--- src/rtl/alu_issue_decoder_if.sv ---
// Instruction-in / decoded-slot-out stream bundle for the ALU issue decoder.
// master = fetch/execute side that drives words and consumes slots,
// slave  = the decoder itself.
interface alu_issue_decoder_if;
  logic        in_valid;
  logic        in_ready;
  logic [31:0] in_instr;
  logic        out_valid;
  logic        out_ready;
  logic [3:0]  out_alu_op;
  logic [4:0]  out_rs1;
  logic [4:0]  out_rs2;
  logic [4:0]  out_rd;
  logic [31:0] out_imm;
  logic        out_use_imm;
  logic        out_rd_we;
  logic        out_illegal;

  modport master (
    output in_valid, in_instr, out_ready,
    input  in_ready, out_valid, out_alu_op, out_rs1, out_rs2, out_rd,
           out_imm, out_use_imm, out_rd_we, out_illegal
  );

  modport slave (
    input  in_valid, in_instr, out_ready,
    output in_ready, out_valid, out_alu_op, out_rs1, out_rs2, out_rd,
           out_imm, out_use_imm, out_rd_we, out_illegal
  );
endinterface

--- src/rtl/alu_issue_decoder.sv ---
// RV32I ALU-subset decoder with a single registered output slot.
// Decode is purely combinational on the incoming word and only reaches the
// outputs through the slot register, so execute sees no in_instr timing path.
module alu_issue_decoder #(
  parameter int CNT_W = 16
) (
  input  logic             clk,
  input  logic             rst_n,
  input  logic             flush,
  alu_issue_decoder_if.slave bus,
  output logic [CNT_W-1:0] accept_cnt
);

  localparam logic [3:0] ALU_ADD = 4'd0;
  localparam logic [3:0] ALU_SUB = 4'd1;
  localparam logic [3:0] ALU_AND = 4'd2;
  localparam logic [3:0] ALU_OR  = 4'd3;
  localparam logic [3:0] ALU_XOR = 4'd4;
  localparam logic [3:0] ALU_SLL = 4'd5;
  localparam logic [3:0] ALU_SRL = 4'd6;

  localparam logic [6:0] OPC_OP     = 7'b0110011;
  localparam logic [6:0] OPC_OP_IMM = 7'b0010011;

  logic [6:0]  opcode;
  logic [2:0]  funct3;
  logic [6:0]  funct7;
  logic        dec_legal;
  logic        dec_use_imm;
  logic        dec_shift;
  logic [3:0]  dec_op;
  logic [31:0] dec_imm;
  logic [4:0]  dec_rs2;
  logic        dec_rd_we;
  logic        accept;

  assign opcode = bus.in_instr[6:0];
  assign funct3 = bus.in_instr[14:12];
  assign funct7 = bus.in_instr[31:25];

  // Slot can take a new word when empty or when it is draining this cycle.
  assign bus.in_ready = !bus.out_valid || bus.out_ready;
  assign accept       = bus.in_valid && bus.in_ready && !flush;

  // Classify the incoming word; anything unmatched stays illegal with ADD.
  always_comb begin
    dec_legal   = 1'b0;
    dec_use_imm = 1'b0;
    dec_shift   = 1'b0;
    dec_op      = ALU_ADD;
    case (opcode)
      OPC_OP: begin
        if (funct7 == 7'b0000000) begin
          case (funct3)
            3'b000: begin dec_legal = 1'b1; dec_op = ALU_ADD; end
            3'b001: begin dec_legal = 1'b1; dec_op = ALU_SLL; end
            3'b100: begin dec_legal = 1'b1; dec_op = ALU_XOR; end
            3'b101: begin dec_legal = 1'b1; dec_op = ALU_SRL; end
            3'b110: begin dec_legal = 1'b1; dec_op = ALU_OR;  end
            3'b111: begin dec_legal = 1'b1; dec_op = ALU_AND; end
            default: ;
          endcase
        end else if (funct7 == 7'b0100000 && funct3 == 3'b000) begin
          dec_legal = 1'b1;
          dec_op    = ALU_SUB;
        end
      end
      OPC_OP_IMM: begin
        case (funct3)
          3'b000: begin dec_legal = 1'b1; dec_use_imm = 1'b1; dec_op = ALU_ADD; end
          3'b100: begin dec_legal = 1'b1; dec_use_imm = 1'b1; dec_op = ALU_XOR; end
          3'b110: begin dec_legal = 1'b1; dec_use_imm = 1'b1; dec_op = ALU_OR;  end
          3'b111: begin dec_legal = 1'b1; dec_use_imm = 1'b1; dec_op = ALU_AND; end
          3'b001: begin
            if (funct7 == 7'b0000000) begin
              dec_legal = 1'b1; dec_use_imm = 1'b1; dec_shift = 1'b1; dec_op = ALU_SLL;
            end
          end
          3'b101: begin
            if (funct7 == 7'b0000000) begin
              dec_legal = 1'b1; dec_use_imm = 1'b1; dec_shift = 1'b1; dec_op = ALU_SRL;
            end
          end
          default: ;
        endcase
      end
      default: ;
    endcase
  end

  // Shift immediates carry only the 5-bit shamt; everything else sign-extends.
  assign dec_imm   = dec_shift ? {27'd0, bus.in_instr[24:20]}
                               : {{20{bus.in_instr[31]}}, bus.in_instr[31:20]};
  assign dec_rs2   = dec_use_imm ? 5'd0 : bus.in_instr[24:20];
  assign dec_rd_we = dec_legal && (bus.in_instr[11:7] != 5'd0);

  // Slot register: flush kills, accept loads, consume empties, else hold.
  always_ff @(posedge clk or negedge rst_n) begin
    if (!rst_n) begin
      bus.out_valid   <= 1'b0;
      bus.out_alu_op  <= ALU_ADD;
      bus.out_rs1     <= 5'd0;
      bus.out_rs2     <= 5'd0;
      bus.out_rd      <= 5'd0;
      bus.out_imm     <= 32'd0;
      bus.out_use_imm <= 1'b0;
      bus.out_rd_we   <= 1'b0;
      bus.out_illegal <= 1'b0;
      accept_cnt      <= '0;
    end else if (flush) begin
      bus.out_valid <= 1'b0;
    end else if (accept) begin
      bus.out_valid   <= 1'b1;
      bus.out_alu_op  <= dec_op;
      bus.out_rs1     <= bus.in_instr[19:15];
      bus.out_rs2     <= dec_rs2;
      bus.out_rd      <= bus.in_instr[11:7];
      bus.out_imm     <= dec_imm;
      bus.out_use_imm <= dec_use_imm;
      bus.out_rd_we   <= dec_rd_we;
      bus.out_illegal <= !dec_legal;
      accept_cnt      <= accept_cnt + {{(CNT_W-1){1'b0}}, 1'b1};
    end else if (bus.out_valid && bus.out_ready) begin
      bus.out_valid <= 1'b0;
    end
  end

endmodule

--- src/flat_wrapper.sv ---
// flat-port wrapper written by rule: the top's interface ports become plain ports
module alu_issue_decoder_flat 
#(
  parameter int CNT_W = 16
)
  (clk, rst_n, flush, accept_cnt, bus_in_valid, bus_in_instr, bus_out_ready, bus_in_ready, bus_out_valid, bus_out_alu_op, bus_out_rs1, bus_out_rs2, bus_out_rd, bus_out_imm, bus_out_use_imm, bus_out_rd_we, bus_out_illegal);
  alu_issue_decoder_if bus_i ();
  input  logic clk;
  input  logic rst_n;
  input  logic flush;
  output logic [CNT_W-1:0] accept_cnt;
  input wire logic [$bits(bus_i.in_valid)-1:0] bus_in_valid;
  input wire logic [$bits(bus_i.in_instr)-1:0] bus_in_instr;
  input wire logic [$bits(bus_i.out_ready)-1:0] bus_out_ready;
  output wire logic [$bits(bus_i.in_ready)-1:0] bus_in_ready;
  output wire logic [$bits(bus_i.out_valid)-1:0] bus_out_valid;
  output wire logic [$bits(bus_i.out_alu_op)-1:0] bus_out_alu_op;
  output wire logic [$bits(bus_i.out_rs1)-1:0] bus_out_rs1;
  output wire logic [$bits(bus_i.out_rs2)-1:0] bus_out_rs2;
  output wire logic [$bits(bus_i.out_rd)-1:0] bus_out_rd;
  output wire logic [$bits(bus_i.out_imm)-1:0] bus_out_imm;
  output wire logic [$bits(bus_i.out_use_imm)-1:0] bus_out_use_imm;
  output wire logic [$bits(bus_i.out_rd_we)-1:0] bus_out_rd_we;
  output wire logic [$bits(bus_i.out_illegal)-1:0] bus_out_illegal;
  assign bus_i.in_valid = bus_in_valid;
  assign bus_i.in_instr = bus_in_instr;
  assign bus_i.out_ready = bus_out_ready;
  assign bus_in_ready = bus_i.in_ready;
  assign bus_out_valid = bus_i.out_valid;
  assign bus_out_alu_op = bus_i.out_alu_op;
  assign bus_out_rs1 = bus_i.out_rs1;
  assign bus_out_rs2 = bus_i.out_rs2;
  assign bus_out_rd = bus_i.out_rd;
  assign bus_out_imm = bus_i.out_imm;
  assign bus_out_use_imm = bus_i.out_use_imm;
  assign bus_out_rd_we = bus_i.out_rd_we;
  assign bus_out_illegal = bus_i.out_illegal;
  alu_issue_decoder #(.CNT_W(CNT_W)) u_core (.clk(clk), .rst_n(rst_n), .flush(flush), .bus(bus_i), .accept_cnt(accept_cnt));
endmodule
--- config.mk ---
export PLATFORM = sky130hd
export DESIGN_NAME = alu_issue_decoder_flat
export DESIGN_NICKNAME = d
export VERILOG_FILES = /design/src/rtl/alu_issue_decoder_if.sv /design/src/rtl/alu_issue_decoder.sv /design/src/flat_wrapper.sv
export SDC_FILE = /design/constraint.sdc
export NUM_CORES = 1
export LEC_CHECK = 0
export CAP_MARGIN = 25
export CORE_UTILIZATION = 44
export DETAILED_ROUTE_END_ITERATION = 12
export PLACE_DENSITY = 0.82
export SLEW_MARGIN = 15
export SYNTH_ARGS = -nofsm -noshare
export SYNTH_HDL_FRONTEND = slang
export SYNTH_SLANG_ARGS = --single-unit
--- constraint.sdc ---
create_clock -name clk -period 4.4 [get_ports clk]
set_input_delay 0.66 -clock clk [delete_from_list [all_inputs] [get_ports clk]]
set_output_delay 0.66 -clock clk [all_outputs]
set_load 0.01 [all_outputs]
After elaboration in Yosys (flattened, before gate mapping)
Index checks and enable logic that the tools add are counted.
{"block": "classes", "n_addsub": 1, "multipliers": 0, "n_div": 0, "n_lt_le_gt_ge": 0, "n_eq_ne": 8, "n_shift": 0, "n_mux": 21, "bitwise": 1, "reduce_logical": 17}
{"operator": "32-bit 2-to-1 mux", "count": 1}
{"operator": "4-bit one-hot mux with 5 select lines", "count": 1}
{"operator": "16-bit by 1-bit adder with 16-bit output (second input constant)", "count": 1}
{"operator": "3-bit one-hot mux with 5 select lines", "count": 1}
{"operator": "7-bit by 6-bit equality test with 1-bit output (second input constant)", "count": 2}
{"operator": "3-bit equality test (second input constant)", "count": 4}
{"operator": "1-bit 2-to-1 mux", "count": 11}
{"operator": "4-bit one-hot mux with 2 select lines", "count": 1}
{"operator": "7-bit by 5-bit equality test with 1-bit output (second input constant)", "count": 1}
{"operator": "7-bit zero test", "count": 1}
{"operator": "3-bit 2-to-1 mux", "count": 2}
{"operator": "6-bit OR reduction", "count": 1}
{"operator": "1-bit logical AND", "count": 5}
{"operator": "5-bit 2-to-1 mux", "count": 1}
{"operator": "5-bit nonzero test", "count": 1}
{"operator": "4-bit 2-to-1 mux", "count": 1}
{"operator": "1-bit one-hot mux with 2 select lines", "count": 2}
{"operator": "4-bit OR reduction", "count": 1}
{"operator": "3-bit by 1-bit equality test with 1-bit output (second input constant)", "count": 1}
{"operator": "1-bit zero test", "count": 3}
{"operator": "3-bit zero test", "count": 1}
{"operator": "3-bit nonzero test", "count": 1}
{"operator": "2-bit AND reduction", "count": 1}
{"operator": "2-bit OR reduction", "count": 1}
{"operator": "2 further kinds", "count": 2}
{"block": "totals", "regBits": 71, "latch_bits": 0, "mem_bits_rw": 0, "romBits": 0, "wordCells": 58, "mem_count": 0}

Longest topological paths before layout
{"block": "logic_depth", "word_depth": 6, "mapped_depth": 7, "mapped_depth_nobuf": 6}

Least setup slack after synthesis
OpenSTA, ideal clock, no wires.
{"block": "synth_timing", "path_kind": "input to register", "startpoint": "input port bus_in_instr[26]", "endpoint": "register u_core.bus.out_illegal", "setup_ps": 125, "arrival_ps": 2422, "required_ps": 4275, "setup_slack_ps": 1853, "path_stages": 5, "path_buffers": 0, "path_cell_list": "or4_4 or4_4 a2111oi_4 a41oi_2 mux2_4"}
{"block": "synth_between", "elab_chain_len": 6}
{"item": "start, declared", "line": "flat_wrapper.sv:13", "source": "input wire logic [$bits(bus_i.in_instr)-1:0] bus_in_instr;"}
{"item": "7-bit by 6-bit equality test with 1-bit output", "line": "alu_issue_decoder.sv:63", "source": "end else if (funct7 == 7'b0100000 && funct3 == 3'b000) begin"}
{"item": "1-bit logical AND", "line": "alu_issue_decoder.sv:63"}
{"item": "1-bit 2-to-1 mux", "line": "alu_issue_decoder.sv:63"}
{"item": "1-bit 2-to-1 mux", "line": "alu_issue_decoder.sv:53", "source": "if (funct7 == 7'b0000000) begin"}
{"item": "1-bit one-hot mux with 2 select lines (*)", "line": "alu_issue_decoder.sv:51", "source": "case (opcode)"}
{"item": "1-bit zero test (*)", "line": "alu_issue_decoder.sv:121", "source": "bus.out_illegal <= !dec_legal;"}
{"item": "end signal, assigned", "line": "alu_issue_decoder.sv:121"}
{"item": "end, declared", "line": "alu_issue_decoder_if.sv:28", "source": "out_imm, out_use_imm, out_rd_we, out_illegal"}
Mark *: on every way between the ends. The rest lies on a longest branch, timed or not.
A chain may end at the register's enable or synchronous reset.

Worst setup path after layout
Ends and elaborated chain as after synthesis.

==> metrics <==
outcome=completed; fraction of the mapped netlist area in simple logic gates=24.3%; setup TNS=0 ns; number of detailed-route iterations in the first pass=4; setup violators final=0; HPWL after DPL=~4200 um; DRT iter0 DRCs=167; worst-path maximum fanout=7; Post-Syn Area per Cell=roughly 9.3 um2; I/O pin count=roughly 110; P_leak=0.00156 uW; initial core utilization=between 40% and 50%; relative slew slack=a little over three fifths; worst reg-to-reg path cell count=6; DR vias=slightly above 2000; Adder-Cell Fraction of Synth Area=less than 1%; Crit. End Element=register; Core Util, Final=68.0%; layout cells sized above 1=about 5.3%; Hold Path Class=in2async; per-cell routed wire length=13.8 um; flop-to-flop setup slack=around 2.5 ns; CP Data Arrival Time=3.07 ns; asr flop ratio synth=100%; FP Rows=26; post-cts gate resize count=0; Reg-to-Reg End=u_core.accept_cnt[12]; gr usage total=about a fifth; clock slew at reported path FFs=0.10 ns; number of global-route vias before repair=around 1900; Core ar.=roughly 5100 um2; die extent in x=approximately 75 um; number of remaining DRC errors=0; first-pass GRT wire length=8870 um; total power=about 1300 uW; Max IR drop VDD=between 0.0002 and 0.00025 V; hold_buf cts=0; routability cong.=0.905; GRT overflow=0; Post-Synth XOR/XNOR Area=under 10%; die area=5640 um2; Final WS setup=roughly 1.5 ns; min Tclk post-route=2.86 ns; Max Fclk=between 300 and 400 MHz; initial antenna violation count=0; pre-CTS setup slack=between 1 and 1.5 ns; post-synthesis sequential area ratio=53.2%; synthesized cell area=between 2000 and 2500 um2; Post-synth EDFFs=0; PD cells=~390 nW/um2; number of library cell types mapped by synthesis=32; TritonCTS clock tree=yes; Clock Tree Buf Depth=2; Chip Height=roughly 75 um; Worst setup SP type=input port; Port Buffers=roughly 110; clk sinks=50; Maximum Capacitance Violations=0; skew final=0.00871 ns; # H-tree levels=2; RR Startpoint=u_core.bus.out_valid; mux cell area share after synthesis=less than 1%; clk root buf=clkbuf_8; Syn. warnings=0; CP required=4.60 ns; Via density=between 4 and 5; number of synthesized register bits=50; pin count of the biggest net entering global routing=36; Compound-Gate Fraction of Synth Area=6.76%; post-route ant nets=0; Final Cycle Share=between 60% and 70%; drt total wl=5650 um; fin nets=around 380; Clock Latency Late Sink=roughly 0.31 ns; syn nets=just under 300; largest family of logic cells by synthesized area=simple AND/OR/NAND/NOR gates; total CTS buffers=5; Post-Syn Instances=between 200 and 300; Synth-to-Final Area Change=48.7%; postcts setup bufs=0; # diodes=0; Final Hold Fails=0; fin. max-slew vios=0; RSZ-0062 raised after global routing=no; kind of critical path=in2reg; Primary FF master, synth=dfrtp_1; Worst-Margin Slew=0.560 ns
==> worst max-delay path, stage by stage <==
cell and delay (ns):
clkdlybuf4s50_1 0.44, or4_4 0.57, or4_4 0.46, a2111oi_4 0.57
a41oi_2 0.08, mux2_4 0.28
==> worst max-delay path by stage <==
stage / startpoint / endpoint / slack [ns] / cells after the start
detailed placement: bus_in_instr[26] / u_core.bus.out_illegal / 1.20 / 6
floorplan: bus_in_instr[26] / u_core.bus.out_illegal / 1.85 / 5
finish: bus_in_instr[26] / u_core.bus.out_illegal / 1.54 / 6
global placement: bus_in_instr[26] / u_core.bus.out_illegal / 1.27 / 6
global route: bus_in_instr[26] / u_core.bus.out_illegal / 1.48 / 6
CTS: bus_in_instr[26] / u_core.bus.out_illegal / 1.53 / 6
==> flip-flops by register name, summed over array words and instances (netlist names) <==
name	flops
u_core.bus.out_illegal	1
u_core.bus.out_rd	5
u_core.bus.out_alu_op	3
u_core.bus.out_imm	12
u_core.bus.out_valid	1
u_core.bus.out_rd_we	1
u_core.bus.out_rs2	5
u_core.bus.out_rs1	5
u_core.bus.out_use_imm	1
u_core.accept_cnt	16
==> through the flow <==
step | instance area [um2] | hold WS, ns | cells
global route | 3500 | 0.317 | 411
CTS | 3500 | 0.298 | 411
floorplan | 2350 | 0.364 | 252
detailed placement | 3350 | 0.461 | 403
global placement | 3330 | 0.455 | 402
finish | 3500 | 0.294 | 411
==> layout make-up <==
class | instances | area, um2
clock buffer | 6 | 82.6
clock inverter | 2 | 60.1
fill | 424 | 1640
inverter | 5 | 18.8
multi-input combinational | 168 | 896
sequential | 50 | 1250
tap | 70 | 87.6
timing repair buffer | 110 | 1100
==> placed cells by master, fill, tap and decap left out <==
cell / n
xnor2_1: 10
or4_1: 2
buf_2: 1
nand2b_1: 2
a21o_1: 2
a41oi_2: 1
buf_4: 2
a2111oi_4: 1
nand4_1: 4
nand3_1: 8
nor2_1: 12
nor3_1: 4
mux2_4: 1
clkbuf_8: 6
nand2_1: 84
ha_1: 1
and3_1: 2
buf_12: 1
xor2_1: 5
o41ai_1: 1
conb_1: 1
inv_1: 5
or4_4: 2
o21ai_0: 10
a31oi_1: 4
nor4bb_1: 1
and3b_1: 1
o21a_1: 1
nor4_1: 2
nor2_2: 1
dfrtp_1: 50
a2111oi_0: 1
bufinv_16: 2
nor2b_1: 2
clkdlybuf4s50_1: 106
nor4b_1: 1
nand3b_1: 1
==> logic make-up after synthesis <==
| kind of cell | Yosys count |
|---|---|
| AND/OR/NAND/NOR | 129 |
| flip-flops | 50 |
| buffers and inverters | 34 |
| AO/OA/AOI/OAI | 21 |
| XOR/XNOR | 15 |
| adder cells (fa/ha/maj) | 1 |
| other | 1 |
| multiplexers | 1 |
==> Yosys cell counts (all sizes together) (2+ instances only) <==
cell     instances  area, um2
nor3             4       20.0
and3             2       12.5
buf             21        158
dfrtp           50       1250
nand2           84        315
nand3            8       40.0
nand2b           2       12.5
inv              5       18.8
xor2             5       43.8
clkbuf           8       30.0
o21ai           10       50.1
a21o             2       15.0
nor2b            2       12.5
nor4             2       12.5
a2111oi          2       36.3
nand4            4       25.0
xnor2           10       87.6
nor2            13       48.8
a31oi            4       25.0
or4              4       37.5
==> layer usage <==
metal / wire length [um] / track usage (%) / part of all wire, %
met2: 2860 / 35.7 / 51
met1: 2330 / 26.2 / 41
met4: 86 / 9.64 / 1.5
met3: 379 / 4.28 / 6.7
met5: 0 / 0 / 0
==> where the power goes <==
group / leakage (uW) / internal, uW / switching, uW / total (uW)
combinational: 0.000856 / 218 / 155 / 373
clock: 0.0000714 / 242 / 155 / 398
sequential: 0.000632 / 521 / 57.6 / 579
total: 0.00156 / 981 / 368 / 1350
Power figures use the tool's default switching activity.
